[config.mk]
export PLATFORM = sky130hd
export DESIGN_NAME = pipe_scheduler
export DESIGN_NICKNAME = d
export VERILOG_FILES = /design/src/rtl/pipe_scheduler.sv
export SDC_FILE = /design/constraint.sdc
export NUM_CORES = 1
export LEC_CHECK = 0
export ABC_CLOCK_PERIOD_IN_PS = 9600
export CELL_PAD_IN_SITES_DETAIL_PLACEMENT = 1
export CELL_PAD_IN_SITES_GLOBAL_PLACEMENT = 2
export CORE_ASPECT_RATIO = 0.7
export CORE_UTILIZATION = 35
export DETAILED_ROUTE_END_ITERATION = 12
export PLACE_DENSITY = 0.95
export SYNTH_ARGS = -nofsm -noshare
export SYNTH_HDL_FRONTEND = slang
export SYNTH_SLANG_ARGS = --single-unit
[constraint.sdc]
create_clock -name clk -period 9.6 [get_ports clk]
set_input_delay 1.44 -clock clk [delete_from_list [all_inputs] [get_ports clk]]
set_output_delay 1.44 -clock clk [all_outputs]
set_load 0.05 [all_outputs]
[src/rtl/pipe_scheduler.sv]
// -----------------------------------------------------------------------------
// pipe_scheduler
//
// Sequences the two-pipe obstacle datapath shared by the VGA renderer and the
// collision logic. It runs the IDLE / RUN / FROZEN game FSM, scrolls both pipes
// left on every game tick, launches pipe 2 one spacing behind pipe 1, respawns
// retired pipes at the right edge with an LFSR-chosen gap, and counts score as
// each pipe clears the bird column.
//
// Ports
//   clk          in   1   system clock
//   reset_n      in   1   synchronous active-low reset
//   tick         in   1   one-cycle game-update strobe (~95 Hz)
//   start        in   1   start/restart button level (rising edge used)
//   hit          in   1   collision flag from the core (level)
//   pipe1_x      out  10  pipe 1 left edge, hCount domain
//   pipe1_gap    out  10  pipe 1 gap top, vCount domain
//   pipe1_valid  out  1   pipe 1 drawn/collidable
//   pipe2_x      out  10  pipe 2 left edge
//   pipe2_gap    out  10  pipe 2 gap top
//   pipe2_valid  out  1   pipe 2 drawn/collidable
//   score        out  8   pipes cleared, saturating at 255
//   score_pulse  out  1   one-cycle strobe per scoring tick (fires at 255 too)
//   state        out  2   00 IDLE, 01 RUN, 10 FROZEN
//
// All outputs come straight from registers.
// -----------------------------------------------------------------------------
module pipe_scheduler #(
    parameter int          X_MIN     = 144,
    parameter int          SPAWN_X   = 784,
    parameter int          SPACING   = 320,
    parameter int          PIPE_W    = 40,
    parameter int          BIRD_X    = 320,
    parameter int          SPEED     = 1,
    parameter int          GAP_MIN   = 60,
    parameter logic [7:0]  LFSR_SEED = 8'hA5
) (
    input  logic        clk,
    input  logic        reset_n,
    input  logic        tick,
    input  logic        start,
    input  logic        hit,
    output logic [9:0]  pipe1_x,
    output logic [9:0]  pipe1_gap,
    output logic        pipe1_valid,
    output logic [9:0]  pipe2_x,
    output logic [9:0]  pipe2_gap,
    output logic        pipe2_valid,
    output logic [7:0]  score,
    output logic        score_pulse,
    output logic [1:0]  state
);

    // Ten-bit versions of the geometry. SPAWN_X and X_MIN+SPEED stay below
    // 1024, so none of the x arithmetic below can wrap.
    localparam logic [9:0] SPAWN_X_C  = 10'(SPAWN_X);
    localparam logic [9:0] RETIRE_LIM = 10'(X_MIN + SPEED);
    localparam logic [9:0] SCORE_X_C  = 10'(BIRD_X - PIPE_W);
    localparam logic [9:0] LAUNCH_X   = 10'(SPAWN_X - SPACING);
    localparam logic [9:0] SPEED_C    = 10'(SPEED);
    localparam logic [9:0] GAP_MIN_C  = 10'(GAP_MIN);

    typedef enum logic [1:0] {
        ST_IDLE   = 2'b00,
        ST_RUN    = 2'b01,
        ST_FROZEN = 2'b10
    } state_t;

    state_t      state_reg, state_next;

    logic [7:0]  lfsr_reg;
    logic        start_q_reg;
    logic [9:0]  x_reg     [2];
    logic [9:0]  gap_reg   [2];
    logic        valid_reg [2];
    logic [7:0]  score_reg;
    logic        score_pulse_reg;

    // FSM-issued datapath commands
    logic        do_start;
    logic        do_tick;

    logic        start_rise;
    logic        lfsr_fb;
    logic [9:0]  gap_new;

    // Per-pipe tick results
    logic        retire  [2];
    logic [9:0]  moved_x [2];
    logic        crossed [2];

    logic        launch;
    logic [8:0]  score_sum;

    assign start_rise = start & ~start_q_reg;

    // Fibonacci LFSR, taps 8,6,5,4 (maximal length, never reaches zero).
    assign lfsr_fb = lfsr_reg[7] ^ lfsr_reg[5] ^ lfsr_reg[4] ^ lfsr_reg[3];

    // Every spawn in a cycle (start entry, respawn of either pipe, pipe 2
    // launch) uses the same pre-shift LFSR value.
    assign gap_new = GAP_MIN_C + {2'b00, lfsr_reg};

    // -------------------------------------------------------------------------
    // Per-pipe move / retire / score-line crossing, evaluated in parallel
    // -------------------------------------------------------------------------
    genvar gi;
    generate
        for (gi = 0; gi < 2; gi++) begin : g_pipe
            assign retire[gi]  = (x_reg[gi] < RETIRE_LIM);
            assign moved_x[gi] = retire[gi] ? SPAWN_X_C : (x_reg[gi] - SPEED_C);
            // A respawned pipe lands at SPAWN_X, far right of the score line,
            // so the crossing test needs no special case for retirement.
            assign crossed[gi] = valid_reg[gi]
                               && (x_reg[gi]   >  SCORE_X_C)
                               && (moved_x[gi] <= SCORE_X_C);
        end
    endgenerate

    // Pipe 2 launches once, when pipe 1 crosses the stagger line.
    assign launch = valid_reg[0] && !valid_reg[1]
                  && (x_reg[0]   >  LAUNCH_X)
                  && (moved_x[0] <= LAUNCH_X);

    assign score_sum = {1'b0, score_reg}
                     + {8'd0, crossed[0]}
                     + {8'd0, crossed[1]};

    // -------------------------------------------------------------------------
    // Game FSM
    // -------------------------------------------------------------------------
    always_ff @(posedge clk) begin
        if (!reset_n) begin
            state_reg <= ST_IDLE;
        end else begin
            state_reg <= state_next;
        end
    end

    always_comb begin
        state_next = state_reg;
        do_start   = 1'b0;
        do_tick    = 1'b0;
        case (state_reg)
            ST_IDLE, ST_FROZEN: begin
                if (start_rise) begin
                    state_next = ST_RUN;
                    do_start   = 1'b1;
                end
            end
            ST_RUN: begin
                // hit wins over a same-cycle tick: freeze without moving.
                if (hit) begin
                    state_next = ST_FROZEN;
                end else if (tick) begin
                    do_tick = 1'b1;
                end
            end
            default: begin
                state_next = ST_IDLE;
            end
        endcase
    end

    // -------------------------------------------------------------------------
    // Free-running LFSR and start edge register
    // -------------------------------------------------------------------------
    always_ff @(posedge clk) begin
        if (!reset_n) begin
            lfsr_reg    <= LFSR_SEED;
            start_q_reg <= 1'b0;
        end else begin
            lfsr_reg    <= {lfsr_reg[6:0], lfsr_fb};
            start_q_reg <= start;
        end
    end

    // -------------------------------------------------------------------------
    // Pipe datapath and score
    // -------------------------------------------------------------------------
    always_ff @(posedge clk) begin
        if (!reset_n) begin
            for (int i = 0; i < 2; i++) begin
                x_reg[i]     <= SPAWN_X_C;
                gap_reg[i]   <= GAP_MIN_C;
                valid_reg[i] <= 1'b0;
            end
            score_reg       <= 8'd0;
            score_pulse_reg <= 1'b0;
        end else begin
            score_pulse_reg <= 1'b0;
            if (do_start) begin
                x_reg[0]     <= SPAWN_X_C;
                gap_reg[0]   <= gap_new;
                valid_reg[0] <= 1'b1;
                // Pipe 2 is parked until pipe 1 reaches the stagger line;
                // its gap is left as-is since it is not drawn.
                x_reg[1]     <= SPAWN_X_C;
                valid_reg[1] <= 1'b0;
                score_reg    <= 8'd0;
            end else if (do_tick) begin
                for (int i = 0; i < 2; i++) begin
                    if (valid_reg[i]) begin
                        x_reg[i] <= moved_x[i];
                        if (retire[i]) begin
                            gap_reg[i] <= gap_new;
                        end
                    end
                end
                if (launch) begin
                    valid_reg[1] <= 1'b1;
                    x_reg[1]     <= SPAWN_X_C;
                    gap_reg[1]   <= gap_new;
                end
                if (crossed[0] || crossed[1]) begin
                    score_reg       <= score_sum[8] ? 8'hFF : score_sum[7:0];
                    score_pulse_reg <= 1'b1;
                end
            end
        end
    end

    assign pipe1_x     = x_reg[0];
    assign pipe1_gap   = gap_reg[0];
    assign pipe1_valid = valid_reg[0];
    assign pipe2_x     = x_reg[1];
    assign pipe2_gap   = gap_reg[1];
    assign pipe2_valid = valid_reg[1];
    assign score       = score_reg;
    assign score_pulse = score_pulse_reg;
    assign state       = state_reg;

endmodule

==> impl_metrics.py <==
metrics = {
    "status": {
        "status": "finished, final reports clean",
    },
    "min_path": {
        "hp-start": "lfsr_reg[1]",
        "hold_depth": 1,
        "hold_path_class": "register to register",
    },
    "final_layout": {
        "largest_reg_flops": 20,
        "fin_cells": 532,
        "areaGrowthSynthToFinish_pct": 28.0,
        "n_antenna_cell": 0,
        "n_fill_cell": 1038,
        "drive_above_1_share_pct": 6.62,
        "fin_nets": 414,
        "fin_util_pct": 46.3,
        "fin_area_um2": 4210,
    },
    "global_routing": {
        "gr-total-overflow": 0,
        "met2_usage_pct": 29.1,
        "met3_usage_pct": 6.32,
        "grt_busiest_layer": "met2",
        "grt_use_met1_pct": 27.9,
        "antenna_found_initial": 0,
        "grt_pass1_vias": 2883,
        "gr-usage-all-layers_pct": 20.0,
        "grt_max_degree": 16,
        "grt_pass1_wl_um": 15200,
    },
    "sta": {
        "setup_violations": 0,
        "hold_viol": 0,
        "worst_pin_slew_ps": 892,
        "fmax_mhz": 228,
        "rsz0062_at_grt": "no",
        "fin_setup_tns_ps": 0,
        "clock_skew_ps": 7.14,
        "fin_crit_ps": 4390,
        "timing.hold.ws_ps": 486,
        "drv_slew": 0,
        "timing.final.crit_share_pct": 45.7,
        "slew_headroom_pct": 40.3,
    },
    "die": {
        "fp-row-count": 29,
        "pin_count": 58,
        "fp.dieW_um": 118,
        "die_h_um": 83.1,
        "die_area_um2": 9800,
        "start_util_pct": 36.1,
        "core_um2": 9110,
    },
    "pwr": {
        "p_per_area_nw_per_um2": 178,
        "peakVddDrop_mv": 0.0808,
        "leakage_nw": 1.51,
    },
    "place": {
        "dp.cells": 516,
        "port_buffers": 55,
        "gp_congestion": 0.842,
        "place_area_um2": 3870,
        "dp_hpwl_um": 6550,
    },
    "route": {
        "wl_per_cell_um": 17.4,
        "vias": 2845,
        "ant_nets": 0,
        "drc": 0,
        "dr.pass1.iters": 5,
        "drt_iter0_drc": 128,
        "wirelength_um": 9270,
        "drt-vias-per-instance": 5.35,
    },
    "clock_tree": {
        "clock_latency_ps": 340,
        "cts_sinks": 60,
        "cts.repair.resized": 0,
        "clk_pin_slew_ps": 50,
        "htreeDepth": 3,
        "cts_setup_buffers": 0,
        "cts_hold_buffers": 0,
        "cts_tree": "yes",
        "cts_buffers": 9,
        "cts_buffer_depth": 2,
        "cts_root_buffer": "clkbuf_16",
    },
    "worst_setup_path": {
        "start_kind": "primary input",
        "rrSetupSlack_ps": 5520,
        "end_kind": "register",
        "crit_start": "reset_n",
        "crit_path_end": "gap_reg[1][1]",
        "crit_type": "primary input to register",
        "r2r-end": "score[3]",
        "reg2reg_depth": 16,
        "worstPathRequired_ps": 9560,
        "crit_fanout": 14,
        "worstPathArrival_ps": 4350,
        "r2r_start": "x_reg[0][0]",
    },
    "synthesis": {
        "synth_seq_cells": 60,
        "synth_cell_type_count": 64,
        "synth_area_leader_cell": "edfxtp_1",
        "synthMuxAreaShare_pct": 0.342,
        "synth_area_um2": 3290,
        "yosys.area_share.simple_pct": 22.5,
        "synth_top_family_by_area": "simple AND/OR/NAND/NOR gates",
        "yosys_most_used_dff": "dfxtp_1",
        "synth_edf_count": 29,
        "synth_xor_area_share_pct": 3.99,
        "netlist_top_cells_area": "edfxtp_1 26%, dfxtp_1 19%, nand2_1 4.1%, nor2_1 4.0%, a21oi_1 3.6%",
        "synth_top_area_share_pct": 26.5,
        "synth_common_cells": "36 x nand2_1, 35 x nor2_1, 31 x dfxtp_1, 29 x edfxtp_1, 24 x a21oi_1",
        "synth_cells": 359,
        "async_flop_share_pct": 0,
        "synth-compound-area-share_pct": 19.7,
        "synth.avg_cell_area_um2": 9.17,
        "yosys.area_share.adder_pct": 2.51,
        "synth_most_common_cell": "nand2_1",
        "yosys_warnings": 0,
        "seq_area_frac_synth_pct": 45.3,
    },
    "job": {
        "cap_viol_max_count": 0,
    },
}
==> power by group <==
part	switching [W]	total [W]	internal, W	leakage [nW]
clock network	0.000120	0.000374	0.000254	0.163
registers	0.0000111	0.000292	0.000280	0.529
logic	0.0000565	0.0000863	0.0000299	0.814
==> kinds of logic (layout without fill, tap and decap cells) <==
logic type | count (synthesis) | in the layout
muxes | 1 | 1
other | 1 | 2
and+or+nand+nor | 143 | 143
AOI/OAI and AO/OA | 96 | 96
xor gates and xnor gates | 15 | 15
DFF | 60 | 60
adders and majority gates | 6 | 6
buffers and inverters | 37 | 85
==> per-layer routing <==
metal  routed length [µm]  vias up
met2                 4030       87
met4                  104        0
li1                     -     1384
met5                    0        -
met1                 4590     1363
met3                  553       11
==> critical path: stages <==
cell and delay (ps):
clkdlybuf4s50_1 740, o21a_1 390, clkinv_1 320, nor2_1 290, nand3b_1 100, nor3_1 210
o21ai_1 320, o211ai_1 530
==> layout by cell type (no fill, tap or decap), types with 6 or more instances in the layout <==
| master | instances |
|---|---|
| nand3_1 | 9 |
| nand2_1 | 36 |
| clkdlybuf4s50_1 | 55 |
| xnor2_1 | 11 |
| o21ai_0 | 20 |
| edfxtp_1 | 29 |
| nor3_1 | 10 |
| a21oi_1 | 24 |
| dfxtp_1 | 31 |
| a31oi_1 | 8 |
| nor2_1 | 35 |
| inv_1 | 12 |
| and2_1 | 10 |
| nand2b_1 | 6 |
| clkbuf_16 | 9 |
| a21o_1 | 6 |
==> per-stage QoR <==
step	power [W]	setup slack, ps
2_1_floorplan	0.000358	5620
3_3_place_gp	0.000381	5070
3_5_place_dp	0.000383	4850
4_1_cts	0.000758	5180
5_1_grt	0.000777	4760
6_report	0.000752	5210
==> worst min path at each step <==
stage / end / slack (ps)
2_1_floorplan: lfsr_reg[2] / 420
3_3_place_gp: lfsr_reg[2] / 470
3_5_place_dp: lfsr_reg[2] / 480
4_1_cts: lfsr_reg[2] / 500
5_1_grt: lfsr_reg[2] / 530
6_report: lfsr_reg[2] / 490
==> cell type report <==
class / count / area, µm² / area share [%]
multi-input cells: 263 / 1620 / 38.5
clock inverters: 6 / 111 / 2.64
well taps: 124 / 155 / 3.68
flip-flops and latches: 60 / 1490 / 35.4
repair buffers: 56 / 558 / 13.2
inverters: 13 / 48.8 / 1.16
clock buffers: 10 / 229 / 5.43
Power figures use the tool's default switching activity.
